## config.mk

```make
export PLATFORM = sky130hd
export DESIGN_NAME = bcd_display_source
export DESIGN_NICKNAME = d
export VERILOG_FILES = /design/src/rtl/bcd_display_source.sv
export SDC_FILE = /design/constraint.sdc
export NUM_CORES = 1
export LEC_CHECK = 0
export ABC_AREA = 1
export ABC_CLOCK_PERIOD_IN_PS = 5730
export CORE_MARGIN = 2
export CORE_UTILIZATION = 53
export DETAILED_ROUTE_END_ITERATION = 8
export GPL_ROUTABILITY_DRIVEN = 0
export PLACE_DENSITY = 0.7
export RECOVER_POWER = 100
export SYNTH_ARGS = -nofsm -noshare
export SYNTH_HDL_FRONTEND = slang
export SYNTH_SLANG_ARGS = --single-unit
```

## constraint.sdc

```tcl
create_clock -name clk -period 5.73 [get_ports clk]
set_clock_uncertainty 0.15 [all_clocks]
set_input_delay 1.146 -clock clk [delete_from_list [all_inputs] [get_ports clk]]
set_output_delay 1.146 -clock clk [all_outputs]
set_load 0.01 [all_outputs]
```

## src/rtl/bcd_display_source.sv

```systemverilog
// Data source for the 8-digit seven-segment driver: a debounced push-button and an
// optional periodic tick step an 8-digit BCD counter with leading-zero blanking.
module bcd_display_source #(
    parameter int DEB_CYCLES  = 2_000_000,
    parameter int TICK_CYCLES = 10_000_000
) (
    input  logic        clk,
    input  logic        rst,
    input  logic        btn_step,
    input  logic        run,
    input  logic        dir,
    output logic [31:0] output_data,
    output logic [7:0]  output_valid
);

    localparam int DW = $clog2(DEB_CYCLES + 1);
    localparam int TW = $clog2(TICK_CYCLES);
    localparam logic [DW-1:0] DEB_LAST  = DW'(DEB_CYCLES - 1);
    localparam logic [TW-1:0] TICK_LAST = TW'(TICK_CYCLES - 1);

    typedef enum logic [1:0] {
        IDLE,
        CHK_PRESS,
        HELD,
        CHK_REL
    } deb_state_t;

    function automatic logic [31:0] bcd_inc(input logic [31:0] v);
        logic [31:0] r;
        logic        carry;
        r     = v;
        carry = 1'b1;
        for (int i = 0; i < 8; i++) begin
            if (carry) begin
                if (r[4*i +: 4] == 4'd9) begin
                    r[4*i +: 4] = 4'd0;
                end else begin
                    r[4*i +: 4] = r[4*i +: 4] + 4'd1;
                    carry       = 1'b0;
                end
            end
        end
        return r;
    endfunction

    function automatic logic [31:0] bcd_dec(input logic [31:0] v);
        logic [31:0] r;
        logic        borrow;
        r      = v;
        borrow = 1'b1;
        for (int i = 0; i < 8; i++) begin
            if (borrow) begin
                if (r[4*i +: 4] == 4'd0) begin
                    r[4*i +: 4] = 4'd9;
                end else begin
                    r[4*i +: 4] = r[4*i +: 4] - 4'd1;
                    borrow      = 1'b0;
                end
            end
        end
        return r;
    endfunction

    // A digit is lit when it or any more significant digit is nonzero; digit 0 always lit.
    function automatic logic [7:0] digit_mask(input logic [31:0] v);
        logic [7:0] m;
        logic       seen;
        m    = '0;
        seen = 1'b0;
        for (int i = 7; i >= 0; i--) begin
            seen = seen | (v[4*i +: 4] != 4'd0);
            m[i] = seen;
        end
        m[0] = 1'b1;
        return m;
    endfunction

    logic            btn_p0;
    logic            btn_p1;
    deb_state_t      state;
    deb_state_t      state_next;
    logic [DW-1:0]   deb_cnt;
    logic [DW-1:0]   deb_cnt_next;
    logic [DW-1:0]   deb_cnt_inc;
    logic            step_pulse;
    logic [TW-1:0]   tick_cnt;
    logic            tick_pulse;
    logic            ev_p0;
    logic [31:0]     data_next;
    logic [31:0]     data_p1;
    logic [7:0]      mask_p1;

    // Stage p0/p1: two-flop synchronizer for the asynchronous pad
    always_ff @(posedge clk or posedge rst) begin
        if (rst) begin
            btn_p0 <= 1'b0;
            btn_p1 <= 1'b0;
        end else begin
            btn_p0 <= btn_step;
            btn_p1 <= btn_p0;
        end
    end

    always_ff @(posedge clk or posedge rst) begin
        if (rst) begin
            state   <= IDLE;
            deb_cnt <= '0;
        end else begin
            state   <= state_next;
            deb_cnt <= deb_cnt_next;
        end
    end

    assign deb_cnt_inc = deb_cnt + DW'(1);

    always_comb begin
        state_next   = state;
        deb_cnt_next = deb_cnt;
        step_pulse   = 1'b0;
        case (state)
            IDLE: begin
                if (btn_p1) begin
                    state_next   = CHK_PRESS;
                    deb_cnt_next = '0;
                end
            end
            CHK_PRESS: begin
                if (!btn_p1) begin
                    state_next = IDLE;
                end else begin
                    deb_cnt_next = deb_cnt_inc;
                    if (deb_cnt_inc == DEB_LAST) begin
                        state_next = HELD;
                        step_pulse = 1'b1;
                    end
                end
            end
            HELD: begin
                if (!btn_p1) begin
                    state_next   = CHK_REL;
                    deb_cnt_next = '0;
                end
            end
            CHK_REL: begin
                if (btn_p1) begin
                    state_next = HELD;
                end else begin
                    deb_cnt_next = deb_cnt_inc;
                    if (deb_cnt_inc == DEB_LAST) begin
                        state_next = IDLE;
                    end
                end
            end
            default: begin
                state_next   = IDLE;
                deb_cnt_next = '0;
            end
        endcase
    end

    always_ff @(posedge clk or posedge rst) begin
        if (rst) begin
            tick_cnt <= '0;
        end else if (!run || tick_cnt == TICK_LAST) begin
            tick_cnt <= '0;
        end else begin
            tick_cnt <= tick_cnt + TW'(1);
        end
    end

    assign tick_pulse = run && (tick_cnt == TICK_LAST);

    // Stage p0: coincident press and tick collapse into a single step
    assign ev_p0     = step_pulse | tick_pulse;
    assign data_next = dir ? bcd_dec(data_p1) : bcd_inc(data_p1);

    // Stage p1: value and digit mask registered together
    always_ff @(posedge clk or posedge rst) begin
        if (rst) begin
            data_p1 <= 32'h0;
            mask_p1 <= 8'h01;
        end else if (ev_p0) begin
            data_p1 <= data_next;
            mask_p1 <= digit_mask(data_next);
        end
    end

    assign output_data  = data_p1;
    assign output_valid = mask_p1;

endmodule

```

==> Flow_metrics.wiki <==
{| class="wikitable"
! Metric !! Value
|-
| Power density normalized to cell area || 194.9 nW/um^2
|-
| Synthesized flop and latch total || between 80 and 90
|-
| Setup fix buffers added after clock tree synthesis || 0
|-
| Fraction of final layout cells with drive strength greater than 1 || 7.577%
|-
| Std cell rows || 39
|-
| Wire length of the first global-routing pass || 25500 um
|-
| DRT antenna net count || 0
|-
| Post-synth net total || 907
|-
| Async set or reset register ratio after synthesis || 100.0%
|-
| Maximum vdd ir drop || 138.1 uV
|-
| Post-CTS Hold Fix Bufs || 0
|-
| Dominant cells by area after synthesis || dfrtp_1, nand2_1, inv_1
|-
| CTS clk-pin slew, worst paths || ~0.07 ns
|-
| Latest clock arrival within the worst-skew pair || 0.34 ns
|-
| Main synth FF type || dfrtp_1
|-
| Most common library cell in the layout ignoring fill and taps || nand2_1
|-
| Number of setup violations in the final report || 0
|-
| Resize count post-CTS || 0
|-
| Count of buffer and inverter cells on the critical path || 1
|-
| Antenna violations before repair || 0
|-
| Largest buffer count on any clock path || 2
|-
| Sink Count || 88
|-
| Ant diodes || 0
|-
| Layout area overhead || 12.26%
|-
| Type of element launching the critical path || register
|-
| Number of synthesized flops with an enable pin || 0
|-
| Core footprint || approximately 11000 um^2
|-
| CTS tree || built
|-
| Violations in the final reports || max-capacitance violations, max-slew violations
|-
| Hold Worst Slack || 0.2054 ns
|-
| WL final || 14650 um
|-
| Average size of a mapped cell || 6.880 um^2
|-
| Total number of vias || 5920
|-
| Normalized max-slew margin || -59.27%
|-
| Count of routing violations after the opening detailed-route iteration || 364
|-
| Place WS || 1.845 ns
|-
| Total of max-cap violations || 2
|-
| Inst Count DP || 1064
|-
| Data required time at the worst endpoint || 5.78 ns
|-
| Worst path top cell family by delay || simple AND/OR/NAND/NOR gates
|-
| Die Y-Extent || 112.0 um
|-
| Setup repair after global routing missed its margin || no
|-
| Number of ports placed on the die boundary || 45
|-
| Total global-route track usage || about 24%
|-
| WS Path Type || register to register
|-
| Quantity of I/O buffers inserted on ports || 43
|-
| Average wire per standard cell || 13.57 um
|-
| Outcome || complete, but fails checks
|-
| Netlist Area Pre-Place || 6185 um^2
|-
| Count of distinct cell types in the synthesized netlist || 49
|-
| Worst Slack Setup Final || ~1.5 ns
|-
| Synth warnings || 0
|-
| Arrival time worst endpoint || 4.25 ns
|-
| Initial standard-cell utilization of the core || 54.16%
|-
| Final min period || 4.199 ns
|-
| Clock root cell || clkbuf_16
|-
| Vias in the first global route || 5665
|-
| Peak clock frequency supported by timing || around 0.24 GHz
|-
| Area share of the largest cell type after synthesis || 35.61%
|-
| Total cell area at the placement stage || between 6000 and 7000 um^2
|-
| Final hold viol count || 0
|-
| Non-Filler Instances || ~1.1k
|-
| Overflow left after global routing || 0
|-
| Drt pass-1 iters || 5
|-
| Static leakage || 0.003267 uW
|-
| Die Footprint || ~13000 um^2
|-
| Syn Inst Count || 899
|-
| Pin count of the biggest net entering global routing || 61
|-
| Remaining DRCs || 0
|-
| DIE WIDTH || 112.0 um
|-
| Final instance area || between 6000 and 7000 um^2
|-
| Dominant cell type by area after synthesis || dfrtp_1
|-
| Series of cell instances along the critical path || ha_1 -> nand3_1 -> inv_1 -> nand3_1 -> nor2_1 -> nand2_1 -> nand2_1 -> nand3_1 -> nor2_1 -> nand4_1 -> nand2_1 -> nand3_1 -> nand2_1 -> nand4_1
|-
| TritonCTS Buffers || 9
|-
| Half-perimeter wire length after detailed placement || 10420 um
|-
| Hold WC Path Type || register to register
|-
| Vias per cell || 5.481
|-
| Transition time at the pin with the least slew margin || 2.376 ns
|-
| Sequential fraction of the synthesis area || 35.61%
|-
| Largest fanout of any net on the critical path || 60
|-
| Clock H-tree levels || 3
|-
| Critical Path End Type || register
|-
| Part of the cycle the worst path needs || 73.28%
|-
| Nets || 940
|-
| Crit-path max cell delay || 1.32 ns
|-
| Pins over their slew limit || 116
|-
| Critical-path cell with the highest stage delay || nand2_1
|-
| Final setup TNS || 0 ns
|-
| Commonest cells after routing, fill and taps aside || nand2_1, inv_1, dfrtp_1
|}
## logic make-up after synthesis
kind of cell | Yosys count | share of synthesized area [%]
xor+xnor | 17 | 2.408
mux | 1 | 0.1619
compound gates | 140 | 12.58
simple gates | 510 | 39.65
fa+ha+maj | 3 | 0.6070
other cells | 1 | 0.06063
flops | 88 | 35.61
buf+inv | 139 | 8.922
## metrics by stage
stage	total power [uW]	util [%]
6_report	1353	60.80
5_1_grt	1408	60.80
4_1_cts	1370	61.22
3_5_place_dp	769.0	58.62
3_3_place_gp	766.3	58.62
2_1_floorplan	733.5	-
## cells in the mapped netlist (all sizes together) (2+ instances only)
master / instances
nand3b: 2
nand4: 23
xor2: 15
o31ai: 3
o22ai: 17
inv: 116
o21ai: 72
nand2: 266
a31oi: 6
a211oi: 2
o21a: 2
nand3: 65
xnor2: 2
o21bai: 3
clkbuf: 10
buf: 13
dfrtp: 88
a21oi: 31
ha: 3
nor2: 107
nor3: 32
nor3b: 8
a41oi: 2
nor4: 4
## worst paths after layout
path	from	endpoint	slack [ns]	depth (start not counted)
min	btn_p0	btn_p1	0.21	0
min in group asynchronous	rst	deb_cnt[16]	1.75	2
min reg2reg	btn_p0	btn_p1	0.21	0
max	deb_cnt[0]	output_valid[1]	1.53	14
max in group asynchronous	rst	output_data[9]	1.95	3
max reg2reg	deb_cnt[0]	output_valid[1]	1.53	14
## registers in the layout (all words and copies together), names as in the netlist, named ones only
name / flops
btn_p0: 1
btn_p1: 1
deb_cnt: 21
output_data: 32
output_valid: 7
state: 1
tick_cnt: 24
## per-layer routing
metal  vias to the layer above  global-route usage (%)  share of wire [%]
li1                       3003                       -                  -
met3                        16                   3.456                5.1
met1                      2733                   33.57                 47
met4                         0                   8.862                1.4
met2                       168                   39.56                 47
met5                         -                       0                  0
## final cells by class
| class | instances | area, um^2 |
|---|---|---|
| clock inverters | 6 | 67.56 |
| inverters | 116 | 436.7 |
| flip-flops and latches | 88 | 2202 |
| multi-input cells | 672 | 3386 |
| fillers | 1064 | 4476 |
| well taps | 143 | 178.9 |
| clock buffers | 10 | 229.0 |
| repair buffers | 45 | 442.9 |
## power breakdown
group	internal (uW)	total (uW)	switching [uW]
logic	34.6	106	71.2
registers	632	647	15.0
clock network	340	600	260
total	1010	1350	346
Power figures use the tool's default switching activity.
